==> src/rtl/mem_stage_if.sv <==
// ---------------------------------------------------------------------------
// mem_stage_if: data-memory bus between mem_stage and the data memory.
//
// Handshake: a request is offered by holding dmem_req_o high with stable
// dmem_we_o/addr/be/wdata; the transfer is accepted in the cycle where
// dmem_req_o && dmem_gnt_i. For reads, dmem_rvalid_i later marks the single
// cycle in which dmem_rdata_i is valid (never in the grant cycle itself).
//
// Signals:
//   dmem_req_o     stage -> mem  request
//   dmem_we_o      stage -> mem  1 = write
//   dmem_addr_o    stage -> mem  word-aligned address
//   dmem_be_o      stage -> mem  byte enables
//   dmem_wdata_o   stage -> mem  lane-steered write data
//   dmem_gnt_i     mem -> stage  request accepted this cycle
//   dmem_rvalid_i  mem -> stage  read data valid this cycle
//   dmem_rdata_i   mem -> stage  read data
// ---------------------------------------------------------------------------
interface mem_stage_if;
  logic        dmem_req_o;
  logic        dmem_we_o;
  logic [31:0] dmem_addr_o;
  logic [3:0]  dmem_be_o;
  logic [31:0] dmem_wdata_o;
  logic        dmem_gnt_i;
  logic        dmem_rvalid_i;
  logic [31:0] dmem_rdata_i;

  modport master (
    output dmem_req_o, dmem_we_o, dmem_addr_o, dmem_be_o, dmem_wdata_o,
    input  dmem_gnt_i, dmem_rvalid_i, dmem_rdata_i
  );

  modport slave (
    input  dmem_req_o, dmem_we_o, dmem_addr_o, dmem_be_o, dmem_wdata_o,
    output dmem_gnt_i, dmem_rvalid_i, dmem_rdata_i
  );
endinterface

==> src/rtl/mem_stage.sv <==
// ---------------------------------------------------------------------------
// mem_stage: memory-access pipeline stage between execute and writeback.
//
// Non-memory results pass to writeback with one cycle of latency. Loads and
// stores are issued on the dmem bus by an IDLE/REQ/WAIT FSM with byte-lane
// steering, byte enables and load sign/zero extension. While an access is in
// flight stall_mem_o is high and the execute-side inputs are ignored.
//
// Ports:
//   clk, rstl                clock, asynchronous active-low reset
//   opcode/rd/rd_data_exe_2_mem_i, mem_data_i, load_valid_i, store_valid_i
//                            operation from execute (rd_data = address for
//                            loads/stores, mem_data = right-aligned store data)
//   dmem                     data-memory bus (mem_stage_if.master)
//   opcode/rd/rd_data_mem_2_wb_o, wb_valid_o
//                            result to writeback, valid one cycle per instr
//   misalign_o               one-cycle pulse: misaligned access dropped
//   stall_mem_o              stage busy; upstream must freeze
//   state_dbg_o              current FSM state (0 IDLE, 1 REQ, 2 WAIT)
// ---------------------------------------------------------------------------
module mem_stage (
  input  logic               clk,
  input  logic               rstl,
  input  logic [10:0]        opcode_exe_2_mem_i,
  input  logic [4:0]         rd_exe_2_mem_i,
  input  logic [31:0]        rd_data_exe_2_mem_i,
  input  logic [31:0]        mem_data_i,
  input  logic               load_valid_i,
  input  logic               store_valid_i,
  mem_stage_if.master        dmem,
  output logic [10:0]        opcode_mem_2_wb_o,
  output logic [4:0]         rd_mem_2_wb_o,
  output logic [31:0]        rd_data_mem_2_wb_o,
  output logic               wb_valid_o,
  output logic               misalign_o,
  output logic               stall_mem_o,
  output logic [1:0]         state_dbg_o
);

  typedef enum logic [1:0] {
    IDLE = 2'd0,
    REQ  = 2'd1,
    WAIT = 2'd2
  } state_t;

  state_t state_q, state_d;

  // Decode of the incoming operation
  logic [2:0]  funct3_in;
  logic [31:0] addr_in;
  logic        is_load, is_store, is_mem;
  logic        misaligned;
  logic [3:0]  be_in;
  logic [31:0] wdata_in;
  logic        capture;

  // Transaction held stable through REQ/WAIT
  logic [29:0] word_addr_q;
  logic [1:0]  off_q;
  logic [3:0]  be_q;
  logic [31:0] wdata_q;
  logic        we_q;
  logic [4:0]  rd_q;
  logic [10:0] op_q;

  logic        busy;
  logic [31:0] byte_sel, half_sel;
  logic [31:0] load_result;

  assign funct3_in = opcode_exe_2_mem_i[9:7];
  assign addr_in   = rd_data_exe_2_mem_i;
  // Load wins if both strobes are (illegally) high.
  assign is_load   = load_valid_i;
  assign is_store  = store_valid_i & ~load_valid_i;
  assign is_mem    = is_load | is_store;

  // funct3[1:0]: 00 byte, 01 half, 10 word
  always_comb begin
    misaligned = 1'b0;
    be_in      = 4'b1111;
    wdata_in   = mem_data_i;
    case (funct3_in[1:0])
      2'b00: begin
        be_in    = 4'b0001 << addr_in[1:0];
        wdata_in = {4{mem_data_i[7:0]}};
      end
      2'b01: begin
        misaligned = addr_in[0];
        be_in      = addr_in[1] ? 4'b1100 : 4'b0011;
        wdata_in   = {2{mem_data_i[15:0]}};
      end
      default: begin
        misaligned = (addr_in[1:0] != 2'b00);
        be_in      = 4'b1111;
        wdata_in   = mem_data_i;
      end
    endcase
    if (!is_store) begin
      wdata_in = 32'h0;
    end
  end

  assign capture = (state_q == IDLE) && is_mem && !misaligned;

  // FSM state register
  always_ff @(posedge clk or negedge rstl) begin
    if (!rstl) begin
      state_q <= IDLE;
    end else begin
      state_q <= state_d;
    end
  end

  // FSM next state: stores finish at grant, loads wait for rvalid
  always_comb begin
    state_d = state_q;
    case (state_q)
      IDLE:    if (capture) state_d = REQ;
      REQ:     if (dmem.dmem_gnt_i) state_d = we_q ? IDLE : WAIT;
      WAIT:    if (dmem.dmem_rvalid_i) state_d = IDLE;
      default: state_d = IDLE;
    endcase
  end

  // Load extraction: shift the addressed lane down, then extend
  assign byte_sel = dmem.dmem_rdata_i >> {off_q, 3'b000};
  assign half_sel = dmem.dmem_rdata_i >> {off_q[1], 4'b0000};

  always_comb begin
    load_result = dmem.dmem_rdata_i;
    case (op_q[9:7])
      3'b000:  load_result = {{24{byte_sel[7]}}, byte_sel[7:0]};
      3'b001:  load_result = {{16{half_sel[15]}}, half_sel[15:0]};
      3'b100:  load_result = {24'h0, byte_sel[7:0]};
      3'b101:  load_result = {16'h0, half_sel[15:0]};
      default: load_result = dmem.dmem_rdata_i;
    endcase
  end

  // Transaction capture
  always_ff @(posedge clk or negedge rstl) begin
    if (!rstl) begin
      word_addr_q <= 30'h0;
      off_q       <= 2'b00;
      be_q        <= 4'h0;
      wdata_q     <= 32'h0;
      we_q        <= 1'b0;
      rd_q        <= 5'h0;
      op_q        <= 11'h0;
    end else if (capture) begin
      word_addr_q <= addr_in[31:2];
      off_q       <= addr_in[1:0];
      be_q        <= be_in;
      wdata_q     <= wdata_in;
      we_q        <= is_store;
      rd_q        <= rd_exe_2_mem_i;
      op_q        <= opcode_exe_2_mem_i;
    end
  end

  // Writeback outputs; wb_valid_o and misalign_o are single-cycle pulses
  always_ff @(posedge clk or negedge rstl) begin
    if (!rstl) begin
      opcode_mem_2_wb_o  <= 11'h0;
      rd_mem_2_wb_o      <= 5'h0;
      rd_data_mem_2_wb_o <= 32'h0;
      wb_valid_o         <= 1'b0;
      misalign_o         <= 1'b0;
    end else begin
      wb_valid_o <= 1'b0;
      misalign_o <= 1'b0;
      case (state_q)
        IDLE: begin
          if (is_mem) begin
            if (misaligned) begin
              // Dropped access still retires so the pipeline sees it once
              opcode_mem_2_wb_o  <= opcode_exe_2_mem_i;
              rd_mem_2_wb_o      <= 5'h0;
              rd_data_mem_2_wb_o <= 32'h0;
              wb_valid_o         <= 1'b1;
              misalign_o         <= 1'b1;
            end
          end else begin
            opcode_mem_2_wb_o  <= opcode_exe_2_mem_i;
            rd_mem_2_wb_o      <= rd_exe_2_mem_i;
            rd_data_mem_2_wb_o <= rd_data_exe_2_mem_i;
            wb_valid_o         <= (opcode_exe_2_mem_i != 11'h0);
          end
        end
        REQ: begin
          if (dmem.dmem_gnt_i && we_q) begin
            opcode_mem_2_wb_o  <= op_q;
            rd_mem_2_wb_o      <= 5'h0;
            rd_data_mem_2_wb_o <= 32'h0;
            wb_valid_o         <= 1'b1;
          end
        end
        WAIT: begin
          if (dmem.dmem_rvalid_i) begin
            opcode_mem_2_wb_o  <= op_q;
            rd_mem_2_wb_o      <= rd_q;
            rd_data_mem_2_wb_o <= load_result;
            wb_valid_o         <= 1'b1;
          end
        end
        default: ;
      endcase
    end
  end

  // Bus outputs come straight from state so reset drops them immediately;
  // the latched transaction is only shown while busy.
  assign busy              = (state_q != IDLE);
  assign dmem.dmem_req_o   = (state_q == REQ);
  assign dmem.dmem_we_o    = busy & we_q;
  assign dmem.dmem_addr_o  = busy ? {word_addr_q, 2'b00} : 32'h0;
  assign dmem.dmem_be_o    = busy ? be_q : 4'h0;
  assign dmem.dmem_wdata_o = busy ? wdata_q : 32'h0;
  assign stall_mem_o       = busy;
  assign state_dbg_o       = state_q;

endmodule

==> src/flat_wrapper.sv <==
// flat-port wrapper written by rule: the top's interface ports become plain ports
module mem_stage_flat 
  (clk, rstl, opcode_exe_2_mem_i, rd_exe_2_mem_i, rd_data_exe_2_mem_i, mem_data_i, load_valid_i, store_valid_i, opcode_mem_2_wb_o, rd_mem_2_wb_o, rd_data_mem_2_wb_o, wb_valid_o, misalign_o, stall_mem_o, state_dbg_o, dmem_dmem_req_o, dmem_dmem_we_o, dmem_dmem_addr_o, dmem_dmem_be_o, dmem_dmem_wdata_o, dmem_dmem_gnt_i, dmem_dmem_rvalid_i, dmem_dmem_rdata_i);
  mem_stage_if dmem_i ();
  input  logic clk;
  input  logic rstl;
  input  logic [10:0] opcode_exe_2_mem_i;
  input  logic [4:0] rd_exe_2_mem_i;
  input  logic [31:0] rd_data_exe_2_mem_i;
  input  logic [31:0] mem_data_i;
  input  logic load_valid_i;
  input  logic store_valid_i;
  output logic [10:0] opcode_mem_2_wb_o;
  output logic [4:0] rd_mem_2_wb_o;
  output logic [31:0] rd_data_mem_2_wb_o;
  output logic wb_valid_o;
  output logic misalign_o;
  output logic stall_mem_o;
  output logic [1:0] state_dbg_o;
  output wire logic [$bits(dmem_i.dmem_req_o)-1:0] dmem_dmem_req_o;
  output wire logic [$bits(dmem_i.dmem_we_o)-1:0] dmem_dmem_we_o;
  output wire logic [$bits(dmem_i.dmem_addr_o)-1:0] dmem_dmem_addr_o;
  output wire logic [$bits(dmem_i.dmem_be_o)-1:0] dmem_dmem_be_o;
  output wire logic [$bits(dmem_i.dmem_wdata_o)-1:0] dmem_dmem_wdata_o;
  input wire logic [$bits(dmem_i.dmem_gnt_i)-1:0] dmem_dmem_gnt_i;
  input wire logic [$bits(dmem_i.dmem_rvalid_i)-1:0] dmem_dmem_rvalid_i;
  input wire logic [$bits(dmem_i.dmem_rdata_i)-1:0] dmem_dmem_rdata_i;
  assign dmem_dmem_req_o = dmem_i.dmem_req_o;
  assign dmem_dmem_we_o = dmem_i.dmem_we_o;
  assign dmem_dmem_addr_o = dmem_i.dmem_addr_o;
  assign dmem_dmem_be_o = dmem_i.dmem_be_o;
  assign dmem_dmem_wdata_o = dmem_i.dmem_wdata_o;
  assign dmem_i.dmem_gnt_i = dmem_dmem_gnt_i;
  assign dmem_i.dmem_rvalid_i = dmem_dmem_rvalid_i;
  assign dmem_i.dmem_rdata_i = dmem_dmem_rdata_i;
  mem_stage u_core (.clk(clk), .rstl(rstl), .opcode_exe_2_mem_i(opcode_exe_2_mem_i), .rd_exe_2_mem_i(rd_exe_2_mem_i), .rd_data_exe_2_mem_i(rd_data_exe_2_mem_i), .mem_data_i(mem_data_i), .load_valid_i(load_valid_i), .store_valid_i(store_valid_i), .dmem(dmem_i), .opcode_mem_2_wb_o(opcode_mem_2_wb_o), .rd_mem_2_wb_o(rd_mem_2_wb_o), .rd_data_mem_2_wb_o(rd_data_mem_2_wb_o), .wb_valid_o(wb_valid_o), .misalign_o(misalign_o), .stall_mem_o(stall_mem_o), .state_dbg_o(state_dbg_o));
endmodule
==> config.mk <==
export PLATFORM = sky130hd
export DESIGN_NAME = mem_stage_flat
export DESIGN_NICKNAME = d
export VERILOG_FILES = /design/src/rtl/mem_stage_if.sv /design/src/rtl/mem_stage.sv /design/src/flat_wrapper.sv
export SDC_FILE = /design/constraint.sdc
export NUM_CORES = 1
export LEC_CHECK = 0
export ABC_CLOCK_PERIOD_IN_PS = 3500
export CORE_MARGIN = 4
export CORE_UTILIZATION = 45
export DETAILED_ROUTE_END_ITERATION = 16
export PLACE_DENSITY = 0.81
export SETUP_SLACK_MARGIN = 0.05
export SLEW_MARGIN = 30
export SYNTH_ARGS = -nofsm -noshare
export SYNTH_HDL_FRONTEND = slang
export SYNTH_SLANG_ARGS = --single-unit
export TNS_END_PERCENT = 100
==> constraint.sdc <==
create_clock -name clk -period 3.5 [get_ports clk]
set_input_delay 0.35 -clock clk [delete_from_list [all_inputs] [get_ports clk]]
set_output_delay 0.35 -clock clk [all_outputs]
set_load 0.01 [all_outputs]
# Word level (Yosys, flattened, before mapping)
# Index checks and enable logic that the tools add are counted.
[word_totals]
regBits = 137
latchBits = 0
ramBits = 0
romBits = 0
word_cells = 80
memories = 0
[op_classes]
add_sub_neg = 0
mul = 0
div = 0
magnitude_cmp = 0
eq_ne = 11
shift = 3
n_mux = 36
bitwise = 4
reduce_logical = 13
[ops]
columns = ["op", "n"]
rows = [
  ["$mux W32", 7],
  ["$pmux W32 S4", 1],
  ["$pmux W32 S3", 1],
  ["$pmux W32 S2", 1],
  ["$mux W11", 4],
  ["$pmux W11 S3", 1],
  ["$shr A32 B5 Y16", 1],
  ["$shr A32 B5 Y8", 1],
  ["$mux W5", 4],
  ["$pmux W5 S3", 1],
  ["$reduce_bool A11 Y1", 1],
  ["$mux W2", 4],
  ["$mux W4", 2],
  ["$pmux W4 S2", 1],
  ["$eq A3 B3 Y1 const B", 2],
  ["$mux W1", 6],
  ["$ne A2 B1 Y1 const B", 3],
  ["$pmux W2 S3", 1],
  ["$eq A2 B1 Y1 const B", 2],
  ["$logic_not A2 Y1", 2],
  ["$reduce_and A4 Y1", 1],
  ["$reduce_bool A2 Y1", 2],
  ["$shl A1 B2 Y4 const A", 1],
  ["$eq A3 B1 Y1 const B", 1],
  ["13 further kinds", 16],
]

# Depth between registers and ports, before layout
# Gate-level depths: netlist of run 1.
[depth]
word_depth = 7
depth_mapped = 10
ltp_nobuf = 6

# Worst setup path after synthesis of run 1
# Ideal clock, no wire load.
[synth_timing]
path_type = "flip-flop to flip-flop"
from = "reg u_core.state_q[0], in the netlist u_core.state_dbg_o[0]"
to = "reg u_core.wdata_q[17]"
setup_ns = 0.074
arrival_ns = 1.958
t_required_ns = 3.426
path_slack_ns = 1.468
path_stages_with_launch = 11
path_cell_list = "dfrtp_1 inv_1 ha_1 buf_2 o21ai_2 nand3b_4 buf_6 or3b_1 buf_2 buf_6 o21ai_2"
[synth_via]
elab_chain_cells = 3
[synth_lines]
columns = ["element", "line", "source"]
rows = [
  ["start: declaration", "mem_stage.sv:46", "state_t state_q, state_d;"],
  ["start signal: assignment", "mem_stage.sv:110", "state_q <= state_d;"],
  ["$logic_not A2 Y1", "mem_stage.sv:103", "assign capture = (state_q == IDLE) && is_mem && !misaligned;"],
  ["$logic_and A1 B1 Y1 (2 in series)", "mem_stage.sv:103", ""],
  ["end signal: assignment", "mem_stage.sv:154", "wdata_q <= wdata_in;"],
  ["end: declaration", "mem_stage.sv:61", "logic [31:0] wdata_q;"],
]
# Every way passes these cells.
# A chain may end at the register's enable or synchronous reset.

# Final worst setup path of run 1
[layout_timing]
from = "reg u_core.state_q[1], in the netlist u_core.state_dbg_o[1]"
to = "out dmem_dmem_wdata_o[8]"
[layout_via]
elab_chain_cells = 2
[layout_lines]
columns = ["element", "line", "source"]
rows = [
  ["$reduce_bool A2 Y1", "mem_stage.sv:213", "assign busy = (state_q != IDLE);"],
  ["$mux W32", "mem_stage.sv:218", "assign dmem.dmem_wdata_o = busy ? wdata_q : 32'h0;"],
  ["end: declaration", "flat_wrapper.sv:24", "output wire logic [$bits(dmem_i.dmem_wdata_o)-1:0] dmem_dmem_wdata_o;"],
]
# Every way passes these cells.

==> results.md, run 1 <==
- Share of the synthesized area in the top cell type: 0.4800
- Final worst path period share: 0.8034
- IO buf count: 238
- Share of synthesized cell area in and, or, nand and nor gates: 0.1265
- Largest net degree at the start of global routing: 76
- Power per Cell Area: 844.0 mW/mm^2
- Routed length per instance: 19.88 um
- Detailed Route Iter0 Violations: 385
- Antenna fix cells: 0
- R2r worst-path depth: 6
- Setup TNS: 0 ns
- Unrepaired setup endpoints after global routing: false
- GPL Wtd Cong: 0.8992
- Complex-gate fraction of the synthesized area: 0.1917
- # rows: between 40 and 50
- Die ar.: 0.01795 sq mm
- Fin. Hold Viols: 0
- Mapped Area: 0.007142 sq mm
- DP Wirelength: approximately 16 mm
- Mean Syn Cell Area: 10.55 sq um
- Final number of setup-violating endpoints: 0
- Worst-path fanout max: 71
- Clock Pin Slew Worst Setup and Hold Paths: about 0.060 ns
- Post-Synth XOR/XNOR Area: 0.001226
- CTS Buffer Depth: 2
- R2r startpoint: u_core.state_dbg_o[1]
- # fillers: 1206
- WS Path Type: flip-flop to output pin
- First-pass GRT wire length: 34.36 mm
- Crit path required time: ~3.2 ns
- Io pins: 241
- Warnings from Yosys: 0
- Routed vias: between 6000 and 7000
- Vias in the first global route: 6178
- Hold_sp: u_core.wdata_q[14]
- Cts bufs inserted: 17
- #FFs+latches synth: around 140
- Post-synthesis cell count: 677
- Pins Over Slew Limit: 0
- Minimum clock period: 2.812 ns
- Clock skew: 0.01297 ns
- Leakage power: 4.250 nW
- Asr flop ratio synth: 1.000
- H-tree depth: 4
- Post-CTS Setup Repair Bufs: 0
- Register area share after synthesis: 0.4800
- Post-CTS Hold Buffers: 1
- Initial Util: 0.4646
- Die X: 134.0 um
- Synthesized-area fraction occupied by adder cells: 0.007008
- Area growth, synth to finish: 43.97%
- Layout cells sized above 1: 0.1440
- Worst Tran Pin Value: about 0.74 ns
- Max Cap Viol: 0
- Peak VDD IR: about 680 uV
- Final Net Count: about 1000
- Max Fclk: 0.3556 GHz
- Ys flop type: dfrtp_1
- Die height: between 100 and 150 um
- GRT overflow: 0
- Post-layout util: 0.6689
- Library cells used by synthesis: 51
- DRC: 0
- Relative slew slack: 0.5062
- Hold Path Depth: 2
- Routed wire length: 22.15 mm
- CTS tree: built
- Drt pass-1 iters: 5
- Cell taking the most area after synthesis: dfrtp_1
- Post-synth EDFFs: 0
- Critical path origin: u_core.state_dbg_o[1]
- HP Class: flip-flop to flip-flop
- Startpoint Class: flip-flop
- Status: complete, no violations
- PostCTS Resize Cnt: 0
- GRT Overall Usage: 0.2477
- DR vias/cell: 5.515
- Worst-skew pair later-pin latency: approximately 0.42 ns
- Critical path arrival: 2.46 ns
- Largest family of logic cells by synthesized area: compound AO/OA/AOI/OAI gates
- CP endpoint kind: output pin
- Initial antenna violation count: 0
- CTS sink cnt: 137
- ANT nets after route: 0
- Multiplexer area fraction after synthesis: 0.1437
- Synth top area cells: dfrtp_1 48%, mux2_2 7.9%, mux2i_1 6.2%, nor2b_1 6.0%, a21oi_1 4.1%
- Total core area: 0.01537 sq mm
- Clock Root Buffer: clkbuf_16
[report_power, final]
part / internal (W) / switching, W
Combinational: 0.00214 / 0.00196
Sequential: 0.00229 / 0.000449
Clock: 0.00115 / 0.000681
Total: 0.00559 / 0.00309
[flip-flops by register name, indices dropped and copies added, names as in the netlist]
| register | cells |
|---|---|
| u_core.wb_valid_o | 1 |
| u_core.op_q | 11 |
| u_core.wdata_q | 32 |
| u_core.opcode_mem_2_wb_o | 11 |
| u_core.word_addr_q | 30 |
| u_core.rd_data_mem_2_wb_o | 32 |
| u_core.rd_mem_2_wb_o | 5 |
| u_core.off_q | 2 |
| u_core.we_q | 1 |
| u_core.rd_q | 5 |
| u_core.misalign_o | 1 |
| u_core.state_dbg_o | 2 |
| u_core.be_q | 4 |
[cells in the final DEF, fill, tap and decap left out, types with 21 or more instances in the layout]
| cell | synthesis | layout |
|---|---|---|
| clkdlybuf4s50_1 | 0 | 237 |
| a21oi_1 | 58 | 58 |
| o21ai_2 | 21 | 21 |
| nor2b_1 | 68 | 68 |
| mux2_2 | 50 | 50 |
| dfrtp_1 | 137 | 137 |
| a22o_1 | 26 | 26 |
| nor2_1 | 23 | 23 |
| mux2i_1 | 44 | 44 |
| nand2_1 | 46 | 46 |
[Yosys cell counts, types with 2 or more instances]
| master | number |
|---|---|
| o22a_1 | 16 |
| a21oi_1 | 58 |
| nand2b_1 | 2 |
| o21ai_1 | 6 |
| a22o_1 | 26 |
| a31oi_1 | 15 |
| mux2_2 | 50 |
| nor3b_1 | 7 |
| a22oi_1 | 5 |
| nand4_1 | 3 |
| o211ai_1 | 9 |
| buf_1 | 4 |
| buf_6 | 3 |
| nor2_1 | 23 |
| o21ai_2 | 21 |
| nand2_1 | 46 |
| a32oi_1 | 8 |
| nor3_1 | 2 |
| o21ai_0 | 16 |
| nor2b_1 | 68 |
| mux2i_1 | 44 |
| nor3b_2 | 2 |
| ha_1 | 4 |
| clkbuf_1 | 30 |
| inv_1 | 17 |
| and2_1 | 3 |
| buf_4 | 3 |
| o2111ai_1 | 7 |
| dfrtp_1 | 137 |
| buf_2 | 21 |
[cells by family (layout without fill, tap and decap cells)]
kind of cell             Yosys count  in the layout
flip-flops                       137            137
AND/OR/NAND/NOR                  165            165
other                              1              2
XOR/XNOR                           1              1
AO/OA/AOI/OAI                    196            196
adder cells (fa/ha/maj)            4              4
buffers and inverters             78            303
multiplexers                      95             95
[routing by layer]
layer  vias to the layer above  track usage  part of all wire
li1                       2867            -                 -
met1                      3021       0.3274              0.42
met2                       219       0.3942              0.48
met3                        37      0.06377             0.065
met4                         0      0.09314             0.029
met5                         -            0                 0
[final timing paths]
check	slack, ns	to
setup / recovery	0.69	dmem_dmem_wdata_o[8]
hold / removal	0.47	u_core.wdata_q[14]
setup reg to reg	0.93	u_core.rd_data_mem_2_wb_o[28]
hold reg to reg	0.47	u_core.wdata_q[14]
max in group asynchronous	2.21	u_core.wdata_q[16]
min in group asynchronous	0.48	u_core.word_addr_q[8]
[per-stage QoR]
step                      area [sq um]  setup slack [ns]  hold slack (ns)  std cells  power [W]
after floorplan                   7146             1.468          0.05441        678   0.004992
after global placement            9671            0.8828           0.3709       1082   0.006757
after detailed placement          9671            0.8121           0.3745       1082   0.006862
after CTS                        10280            0.6360           0.4699       1114   0.008738
after global routing             10280            0.5035           0.4869       1114   0.009190
final                            10280            0.6880           0.4661       1114   0.008679
[critical path, stage by stage, from the launching register on]
cell             delay, ns
dfrtp_1               0.41
inv_1                 0.12
ha_2                  0.20
buf_4                 0.60
nor2b_1               0.16
clkdlybuf4s50_1       0.54
[area by class of cell]
class                   instances  area (sq um)  share of cell area
repair buffers                255          2539              0.2469
inverters                      17         63.81            0.006206
multi-input cells             463          3386              0.3293
flip-flops and latches        137          3428              0.3334
clock buffers                  19         452.9             0.04405
well taps                     211         264.0             0.02568
clock inverters                12         148.9             0.01448
(Power assumes the default switching activity.)
==> inputs of run 2 (changes only) <==
ABC_CLOCK_PERIOD_IN_PS = 2700   (was 3500)
clock period = 2.7 ns   (was 3.5 ns; I/O delays follow)
==> results.md, run 2 (same netlist as run 1, synthesis figures left out) <==
- Pins Over Slew Limit: 0 (unchanged)
- # rows: 45 (unchanged)
- Area growth, synth to finish: 45.22%
- CTS sink cnt: 137 (unchanged)
- CTS Buffer Depth: 2 (unchanged)
- Commonest non-fill, non-tap cell in the layout: clkdlybuf4s50_1
- Initial Util: 0.4646 (unchanged)
- Cts bufs inserted: 17 (unchanged)
- DRC: 0 (unchanged)
- WS Path Type: flip-flop to output pin
- Peak VDD IR: 710.2 uV (+4.3%)
- Drt pass-1 iters: 5 (unchanged)
- PostCTS Resize Cnt: 0 (unchanged)
- Clock Root Buffer: clkbuf_16
- Inst Count DP: 1091 (+0.83%)
- Largest regs: u_core.rd_data_mem_2_wb_o: 32 flops, u_core.wdata_q: 32 flops, u_core.word_addr_q: 30 flops
- Fin. Hold Viols: 0 (unchanged)
- Final number of setup-violating endpoints: 0 (unchanged)
- CTS tree: built
- Crit path required time: 2.43 ns (-0.72 ns)
- Relative slew slack: 0.5933 (+0.08713)
- Routed wire length: 22.35 mm (+0.93%)
- Vias in the first global route: 6339 (+2.6%)
- Critical path arrival: 2.24 ns (-0.22 ns)
- Minimum clock period: 2.508 ns
- Clock Pin Slew Worst Setup and Hold Paths: 0.06 ns (about the same)
- Slowest Stage Delay on Critical Path: 0.49 ns (-0.11 ns)
- Detailed Route Iter0 Violations: 391 (+1.6%)
- Die X: 134.0 um (unchanged)
- Final Net Count: 1022 (+0.89%)
- GPL Wtd Cong: 0.8956 (-0.40%)
- CP endpoint kind: output pin
- Setup TNS: 0 ns (unchanged)
- Tot Pwr: 0.01138 W (+31%)
- CP cell instances: inv_1 > ha_2 > buf_12 > nor2b_1 > clkdlybuf4s50_1
- Unrepaired setup endpoints after global routing: false
- Initial antenna violation count: 0 (unchanged)
- Routed vias: 6181 (+0.60%)
- GRT Overall Usage: 0.2498 (+0.002087)
- # fillers: 1223 (+1.4%)
- Routed length per instance: 19.89 um (about the same)
- First-pass GRT wire length: 34.85 mm (+1.4%)
- Critical-path top delay cell: clkdlybuf4s50_1
- R2r worst-path depth: 7 (+1)
- Antenna fix cells: 0 (unchanged)
- DP Wirelength: 16.20 mm (+1.8%)
- Total core area: 0.01537 sq mm (unchanged)
- Io pins: 241 (unchanged)
- Die ar.: 0.01795 sq mm (unchanged)
- Leakage power: 4.307 nW (+1.4%)
- Max Fclk: 0.3987 GHz
- Pre-CTS worst setup slack: 0.3100 ns (-0.5021 ns)
- Max Cap Viol: 0 (unchanged)
- DR vias/cell: 5.499 (-0.29%)
- Finished Layout Cells: 1124 (+0.90%)
- H-tree depth: 4 (unchanged)
- Worst Tran Pin Value: 0.6073 ns (-0.1334 ns)
- IO buf count: 238 (unchanged)
- Largest net degree at the start of global routing: 66 (-13%)
- Status: complete, no violations
- Startpoint Class: flip-flop
- Final worst path period share: 0.9289
- Worst-skew pair later-pin latency: 0.42 ns (about the same)
- Most frequent cells in the layout: 237 x clkdlybuf4s50_1, 137 x dfrtp_1, 68 x nor2b_1
- Final worst slack: 0.1920 ns (-0.4960 ns)
- Die height: 134.0 um (unchanged)
- R2r startpoint: u_core.state_dbg_o[1]
- ANT nets after route: 0 (unchanged)
- HP Class: input pin to asynchronous set/reset pin
- R2R Setup Slk: 0.32 ns (-0.61 ns)
- GRT overflow: 0 (unchanged)
- R2r endpoint: u_core.wdata_q[20]
- Layout cells sized above 1: 0.1512 (+0.007185)
- Power per Cell Area: 1097 mW/mm^2 (+30%)
- Clock skew: 0.006570 ns (-0.006400 ns)
- Worst-path fanout max: 65 (-8.5%)
## run 2: cell count changes in the layout (fill, tap and decap cells not counted), moves of 2 or more
cell,previous run,this run
buf_4,14,22
clkbuf_1,0,2
clkbuf_8,2,0
clkinv_4,0,2
clkinvlp_4,4,2
## run 2: worst max path at each step
| stage | start | to |
|---|---|---|
| 2_1_floorplan | u_core.state_dbg_o[0] | u_core.wdata_q[17] |
| 3_3_place_gp | store_valid_i | u_core.wdata_q[8] |
| 3_5_place_dp | store_valid_i | u_core.wdata_q[11] |
| 4_1_cts | u_core.state_dbg_o[1] | dmem_dmem_addr_o[20] |
| 5_1_grt | u_core.state_dbg_o[1] | dmem_dmem_addr_o[9] |
| 6_report | u_core.state_dbg_o[1] | dmem_dmem_addr_o[8] |
## run 2: routing by layer
layer	vias up	global-route usage	share of wire
li1	2886	-	-
met1	3021	0.3294	0.42
met2	234	0.3992	0.48
met3	40	0.06377	0.068
met4	0	0.09314	0.031
met5	-	0	0
## run 2: metrics by stage
| stage | hold slack (ns) | cell area (sq um) | util |
|---|---|---|---|
| final | 0.4120 | 10370 | 0.6747 |
| after global routing | 0.4527 | 10370 | 0.6747 |
| after detailed placement | 0.2801 | 9751 | 0.6344 |
| after CTS | 0.3967 | 10370 | 0.6747 |
| after floorplan | -0.02559 | 7146 | - |
| after global placement | 0.2829 | 9751 | 0.6344 |
## run 2: repair_timing
action	4_1_cts	5_1_grt
hold endpoints to repair	56	0
setup buffers	0	0
hold buffers	1	0
## run 2: critical path: cells and delay by family (launching register included)
kind,cells,cell delay (ns)
buffers and inverters,3,0.93
DFF,1,0.42
adders and majority gates,1,0.33
and+or+nand+nor,1,0.10
## run 2: cell type report
cell class / instances / area, sq um / area share
clock buffers: 19 / 432.9 / 0.04174
clock inverters: 13 / 177.7 / 0.01713
repair buffers: 264 / 2619 / 0.2525
well taps: 211 / 264.0 / 0.02546
inverters: 17 / 63.81 / 0.006153
flip-flops and latches: 137 / 3428 / 0.3306
multi-input cells: 463 / 3386 / 0.3265
## run 2: power breakdown
part	switching, W	leakage (nW)	total (W)	internal [W]
Combinational	0.00256	2.32	0.00540	0.00284
Clock	0.000879	0.296	0.00242	0.00154
Sequential	0.000582	1.69	0.00356	0.00297
Total	0.00402	4.31	0.0114	0.00735
==> inputs of run 3 (changes only) <==
CORE_ASPECT_RATIO = 1.2   (was not set)
GPL_TIMING_DRIVEN = 0   (was not set)
HOLD_SLACK_MARGIN = 0.03   (was not set)
==> results.md, run 3 (same netlist as run 1, synthesis figures left out) <==
- Initial Util: 0.4585 (-0.006158)
- Max Fclk: 0.3912 GHz (-1.9%)
- Final worst path period share: 0.9468 (+0.01789)
- Critical-path top delay cell: clkdlybuf4s50_1
- Area after DPL: 0.009791 sq mm (+0.41%)
- Layout cells sized above 1: 0.1602 (+0.009019)
- CP cell instances: inv_1 > ha_1 > buf_2 > clkbuf_4 > nor2b_1 > clkdlybuf4s50_1
- Cts bufs inserted: 17 (unchanged)
- Vias in the first global route: 6694 (+5.6%)
- GRT Overall Usage: 0.2693 (+0.01945)
- Crit path required time: 2.43 ns (about the same)
- R2r endpoint: u_core.rd_mem_2_wb_o[1]
- Seq pwr share: 0.304 (-0.009)
- Startpoint Class: flip-flop
- Sw Share: 0.3714 (+0.01771)
- Initial antenna violation count: 0 (unchanged)
- Area growth, synth to finish: 45.69%
- Clock power frac: 0.197 (-0.015)
- DRC: 0 (unchanged)
- Largest regs: u_core.rd_data_mem_2_wb_o: 32 flops, u_core.wdata_q: 32 flops, u_core.word_addr_q: 30 flops
- Io pins: 241 (unchanged)
- Worst Tran Pin Value: 0.7346 ns (+0.1273 ns)
- Final number of setup-violating endpoints: 0 (unchanged)
- Post-layout util: 0.6680 (-0.006773)
- Worst-path fanout max: 10 (-85%)
- Unrepaired setup endpoints after global routing: true
- Peak VDD IR: 662.4 uV (-6.7%)
- Power per Cell Area: 1093 mW/mm^2 (-0.39%)
- Slowest Stage Delay on Critical Path: 0.56 ns (+0.07 ns)
- Worst-skew pair later-pin latency: 0.43 ns (about the same)
- Largest net degree at the start of global routing: 73 (+11%)
- Routed length per instance: 20.55 um (+3.4%)
- Die ar.: 0.01796 sq mm (about the same)
- Critical path origin: u_core.state_dbg_o[1]
- Clock skew: 0.008665 ns (+0.002095 ns)
- CTS tree: built
- Commonest non-fill, non-tap cell in the layout: clkdlybuf4s50_1
- Fin. Hold Viols: 0 (unchanged)
- Finished Layout Cells: 1157 (+2.9%)
- CTS Buffer Depth: 2 (unchanged)
- First-pass GRT wire length: 37.04 mm (+6.3%)
- R2R Setup Slk: 0.22 ns (-0.10 ns)
- ANT nets after route: 0 (unchanged)
- Setup crit end: dmem_dmem_wdata_o[28]
- Max Cap Viol: 0 (unchanged)
- HP Class: input pin to flip-flop
- Setup TNS: 0 ns (unchanged)
- Crit path buffers/inverters: 4 (+1)
- Die X: 123 um (-8.2%)
- DP Wirelength: 17.79 mm (+9.8%)
- Routed wire length: 23.78 mm (+6.4%)
- Clock Root Buffer: clkbuf_16
- IO buf count: 235 (-1.3%)
- Stages on worst setup path: 6 (+1)
- H-tree depth: 4 (unchanged)
- Minimum clock period: 2.556 ns (+0.04831 ns)
- Post-route cell area: 0.01041 sq mm (+0.33%)
- Most frequent cells in the layout: 234 x clkdlybuf4s50_1, 136 x dfrtp_1, 68 x nor2b_1
- Relative slew slack: 0.5097 (-0.08362)
- GRT overflow: 0 (unchanged)
- DR vias/cell: 5.558 (+1.1%)
- Leakage power: 4.325 nW (+0.42%)
- WS Path Type: flip-flop to output pin
- Die height: 146 um (+9.0%)
- Clock Pin Slew Worst Setup and Hold Paths: 0.06 ns (about the same)
- Antenna fix cells: 0 (unchanged)
- GPL Wtd Cong: 0.8956 (unchanged)
- # rows: 50 (+11%)
- Routed vias: 6431 (+4.0%)
- R2r worst-path depth: 7 (unchanged)
- Final Net Count: 1058 (+3.5%)
- CTS sink cnt: 137 (unchanged)
- Combinational share of power: 0.499 (+0.024)
- CP endpoint kind: output pin
- Inst Count DP: 1122 (+2.8%)
- Int Pwr: 0.007146 W (-2.8%)
- Delay-heaviest family, CP: buffers and inverters
- Pins Over Slew Limit: 0 (unchanged)
- Drt pass-1 iters: 6 (+1)
- Status: complete, no violations
- Detailed Route Iter0 Violations: 424 (+8.4%)
- Psw: 0.004222 W (+4.9%)
- Total core area: 0.01558 sq mm (+1.3%)
- Critical path arrival: 2.29 ns (+0.05 ns)
- # fillers: 1262 (+3.2%)
- R2r startpoint: u_core.state_dbg_o[1]
run 3: cell types whose count changed in the layout (fill, tap and decap cells not counted), moves of 3 or more:
| cell | change |
|---|---|
| inv_6 | +4 |
| clkbuf_4 | +5 |
| clkdlybuf4s50_1 | -3 |
| bufinv_16 | -3 |
| buf_1 | +4 |
| buf_12 | -3 |
| clkbuf_1 | +20 |
| buf_4 | -17 |
| buf_2 | +22 |
run 3: area by class of cell:
cell class | count | area, sq um | area share
Multi-Input combinational cell | 463 | 3371 | 0.3240
Tap cell | 208 | 260.3 | 0.02501
Buffer | 61 | 311.5 | 0.02994
Inverter | 17 | 63.81 | 0.006133
Clock buffer | 18 | 439.2 | 0.04221
Timing Repair Buffer | 239 | 2410 | 0.2316
Sequential cell | 137 | 3430 | 0.3296
Clock inverter | 14 | 120.1 | 0.01154
run 3: worst min-delay path: cells and delay by family:
kind,cells,cell delay (ns)
AND/OR/NAND/NOR,1,0.08
buffers and inverters,1,0.18
AO/OA/AOI/OAI,1,0.08
run 3: power by group through the flow:
stage / registers [W] / logic [W] / clock network, W
2_1_floorplan: 0.00353 / 0.00294 / 0
3_3_place_gp: 0.00344 / 0.00551 / 0
3_5_place_dp: 0.00348 / 0.00561 / 0
4_1_cts: 0.00346 / 0.00567 / 0.00226
5_1_grt: 0.00357 / 0.00613 / 0.00236
6_report: 0.00346 / 0.00567 / 0.00224
run 3: how the worst min path moves through the flow:
stage	slack (ns)	depth (start not counted)	endpoint	from
floorplan	-0.03	0	u_core.be_q[0]	rstl
global placement	0.45	2	u_core.wdata_q[28]	u_core.wdata_q[28]
detailed placement	0.26	1	u_core.word_addr_q[8]	rstl
CTS	0.21	3	u_core.rd_data_mem_2_wb_o[0]	rd_data_exe_2_mem_i[0]
global route	0.25	3	u_core.rd_data_mem_2_wb_o[0]	rd_data_exe_2_mem_i[0]
finish	0.21	3	u_core.rd_data_mem_2_wb_o[0]	rd_data_exe_2_mem_i[0]
run 3: per-layer routing:
| metal | part of all wire | track usage | vias up |
|---|---|---|---|
| li1 | - | - | 2957 |
| met1 | 0.36 | 0.3017 | 3103 |
| met2 | 0.50 | 0.4654 | 322 |
| met3 | 0.10 | 0.09759 | 49 |
| met4 | 0.029 | 0.09751 | 0 |
| met5 | 0 | 0 | - |
run 3: through the flow:
| stage | hold slack [ns] | setup WS (ns) | power (W) |
|---|---|---|---|
| finish | 0.2114 | 0.1437 | 0.01137 |
| global route | 0.2522 | 0.04036 | 0.01206 |
| CTS | 0.2072 | 0.05843 | 0.01138 |
| detailed placement | 0.2584 | 0.01603 | 0.009087 |
| global placement | 0.4510 | -4.272 | 0.008952 |
| floorplan | -0.02559 | 0.6681 | 0.006471 |
run 3: repair_timing:
item / in CTS / in global routing
hold buffers: 1 / 0
endpoints found under the setup margin: 57 / 59
resized for setup: 10 / 10
pin swaps: 0 / 0
endpoints found under the hold margin: 65 / 0
buffers inserted: 0 / 2
